**config.mk**
```make
export PLATFORM = sky130hd
export DESIGN_NAME = crc8
export DESIGN_NICKNAME = d
export VERILOG_FILES = /design/src/rtl/crc8_rx_checker_pkg.sv /design/src/rtl/crc8_rx_checker_crc8.sv
export SDC_FILE = /design/constraint.sdc
export NUM_CORES = 1
export LEC_CHECK = 0
export CORE_AREA = 2 2 39 41
export DETAILED_ROUTE_END_ITERATION = 12
export DIE_AREA = 0 0 41 43
export DONT_BUFFER_PORTS = 1
export SLEW_MARGIN = 40
export SYNTH_ARGS = -nofsm -noshare
export SYNTH_HDL_FRONTEND = slang
export SYNTH_SLANG_ARGS = --single-unit
```
**constraint.sdc**
```tcl
create_clock -name vclk -period 0.8
set_input_delay 0.08 -clock vclk [all_inputs]
set_output_delay 0.08 -clock vclk [all_outputs]
set_load 0.01 [all_outputs]
```
**src/rtl/crc8_rx_checker_pkg.sv**
```systemverilog
// Shared CRC-8 constants and the bit-serial update function (poly 0x07, MSB-first, no reflection, no xorout).
package crc8_rx_checker_pkg;

    localparam logic [7:0] CRC8_POLY         = 8'h07;
    localparam logic [7:0] CRC8_RESIDUE      = 8'h00;
    localparam logic [7:0] CRC8_INIT_DEFAULT = 8'h00;
    localparam int         CRC8_STATS_W      = 16;

    // One full byte of CRC update, shifting out the MSB first.
    function automatic logic [7:0] crc8_next(input logic [7:0] crc, input logic [7:0] data);
        logic [7:0] c;
        c = crc ^ data;
        for (int i = 0; i < 8; i++) begin
            c = c[7] ? ({c[6:0], 1'b0} ^ CRC8_POLY) : {c[6:0], 1'b0};
        end
        return c;
    endfunction

endpackage

```
**src/rtl/crc8_rx_checker_crc8.sv**
```systemverilog
// Combinational CRC-8 stage: folds one data byte into the running CRC value.
module crc8
    import crc8_rx_checker_pkg::*;
(
    input  logic [7:0] i_crc,
    input  logic [7:0] i_data,
    output logic [7:0] o_crc
);

    assign o_crc = crc8_next(i_crc, i_data);

endmodule

```
==> impl_metrics.ini <==
[sta]
setup_viol = 5
finalSetupTns_ps = -119
period_share_pct = 105
tightest_slew_ps = 281
timing.final.ws_setup_ps = -40.0
fmax_mhz = 1190
grt_setup_unrepaired = true
slew-limit-headroom_pct = 81.2
slew_violations = 0
finalCriticalPeriod_ps = 840
finalHoldViolations = 0

[power_and_ir_drop]
p_per_area_nw_per_um2 = 1240
vdd_drop_max_mv = 0.351
p_leak_nw = 0.176

[yosys]
synth_cell_types = 3
ys_warn_count = 0
synth_top_family_by_area = XOR/XNOR gates
synthesis.nets = 37
synth_xor_area_share_pct = 100
synth-simple-area-share_pct = 0
syn-mean-instance-area_um2 = 9.83
syn-cell-area_um2 = 206
yosysSeqAreaShare_pct = 0
synthMuxAreaShare_pct = 0
syn_inst = 21
synth_compound_area_share_pct = 0
synth_adder_area_share_pct = 0

[cells_and_area]
n_fill_cell = 138
design.seq.count = 0
syn2layout_area_growth_pct = 133
num_antenna_cells = 0
fin_util_pct = 34.8
mostFrequentLayoutCells = xnor2_2, xnor2_4, buf_4
nNetsFinal = 44
clkbuf_count = 0
drive_gt1_share_pct = 88.5
seqCellArea_um2 = 0

[drt]
num_vias = 150
viasPerCell = 3.57
antenna_left = 0
drt_first_pass_iters = 1
wire_per_inst_um = 9.74
drtIter0Drc = 0
route.detailed.drc = 0
routed_wl_um = 409

[grt]
antenna_found_initial = 0
grt_use_total_pct = 4.53
grt_pass1_vias = 147
grt_pass1_wl_um = 586
overflow = 0
grt_max_degree = 4

[floorplanning]
fp.coreArea_um2 = 1380
num_io_pins = 24
die_y_um = 43
initial_core_util_pct = 14.9
die_w_um = 41
dieArea_um2 = 1760
placementRows = 14

[critical_path]
startpoint_type = input pin
cp_max_fo = 2
arrival_ps = 760
critPathKind = input pin to output port
cp_cell_sequence = xnor2_4 -> xor2_2 -> xor2_1
crit_family = XOR/XNOR gates
worst_ep_required_time_ps = 720
worst-path-buf-inv = 0
slowest_stage = xor2_1
critPathCaptureType = output port
critPathMaxStageDelay_ps = 290
cp.depth = 3

[hold_path]
min_path_cells = 2
hold_path.class = input pin to output port

[outcome]
status = finished with violations
violations = negative setup slack

[flow_run]
maxCapViolations = 0

[placement]
gp_congestion = 0.540
place_hpwl_um = 394
portBuffers = 0
[power by group]
part	internal, mW	switching [mW]
registers	0	0
clock network	0	0
logic	0.319	0.280
[metrics by stage]
| step | total power [mW] | instance area (um2) | hold slack [ps] | std cells | setup slack, ps |
|---|---|---|---|---|---|
| 2_1_floorplan | 0.353 | 293 | 352 | 21 | -36.3 |
| 3_3_place_gp | 0.405 | 335 | 364 | 40 | -81.9 |
| 3_5_place_dp | 0.409 | 335 | 365 | 40 | -93.4 |
| 4_1_cts | 0.477 | 384 | 377 | 40 | -57.2 |
| 5_1_grt | 0.645 | 482 | 402 | 42 | -105 |
| 6_report | 0.599 | 482 | 394 | 42 | -40.0 |
[routing by layer]
| layer | up-vias | global-route usage, % | wire [um] |
|---|---|---|---|
| met5 | - | 0 | 0 |
| met4 | 0 | 0 | 0 |
| met3 | 0 | 0 | 61 |
| met2 | 15 | 9.69 | 264 |
| met1 | 65 | 4.53 | 83 |
| li1 | 70 | - | - |
[layout make-up]
cell class | count | area, um2 | area share, %
tap | 16 | 20.0 | 4.16
timing repair buffer | 5 | 41.3 | 8.57
multi-input combinational | 21 | 420 | 87.3
[final timing paths]
| path | from | to | slack, ps |
|---|---|---|---|
| worst min-delay path | i_crc[4] | o_crc[6] | 390 |
| worst max-delay path | i_data[6] | o_crc[7] | -40 |
[cell families after synthesis]
kind of cell,Yosys count
XOR/XNOR,21
[synthesized netlist by cell type]
cell,instances,area [um2]
xnor2_2,3,48.8
xnor2_1,10,87.6
xor2_1,8,70.1
[timing repair]
| action | CTS | global route |
|---|---|---|
| endpoints found under the setup margin | 8 | 8 |
| setup buffers | 0 | 2 |
| gates cloned | 0 | 0 |
| pin swaps | 5 | 5 |
| gates resized for setup | 6 | 9 |
| hold buffers | 0 | 0 |
Note: power is estimated with default switching activity, not from simulation.
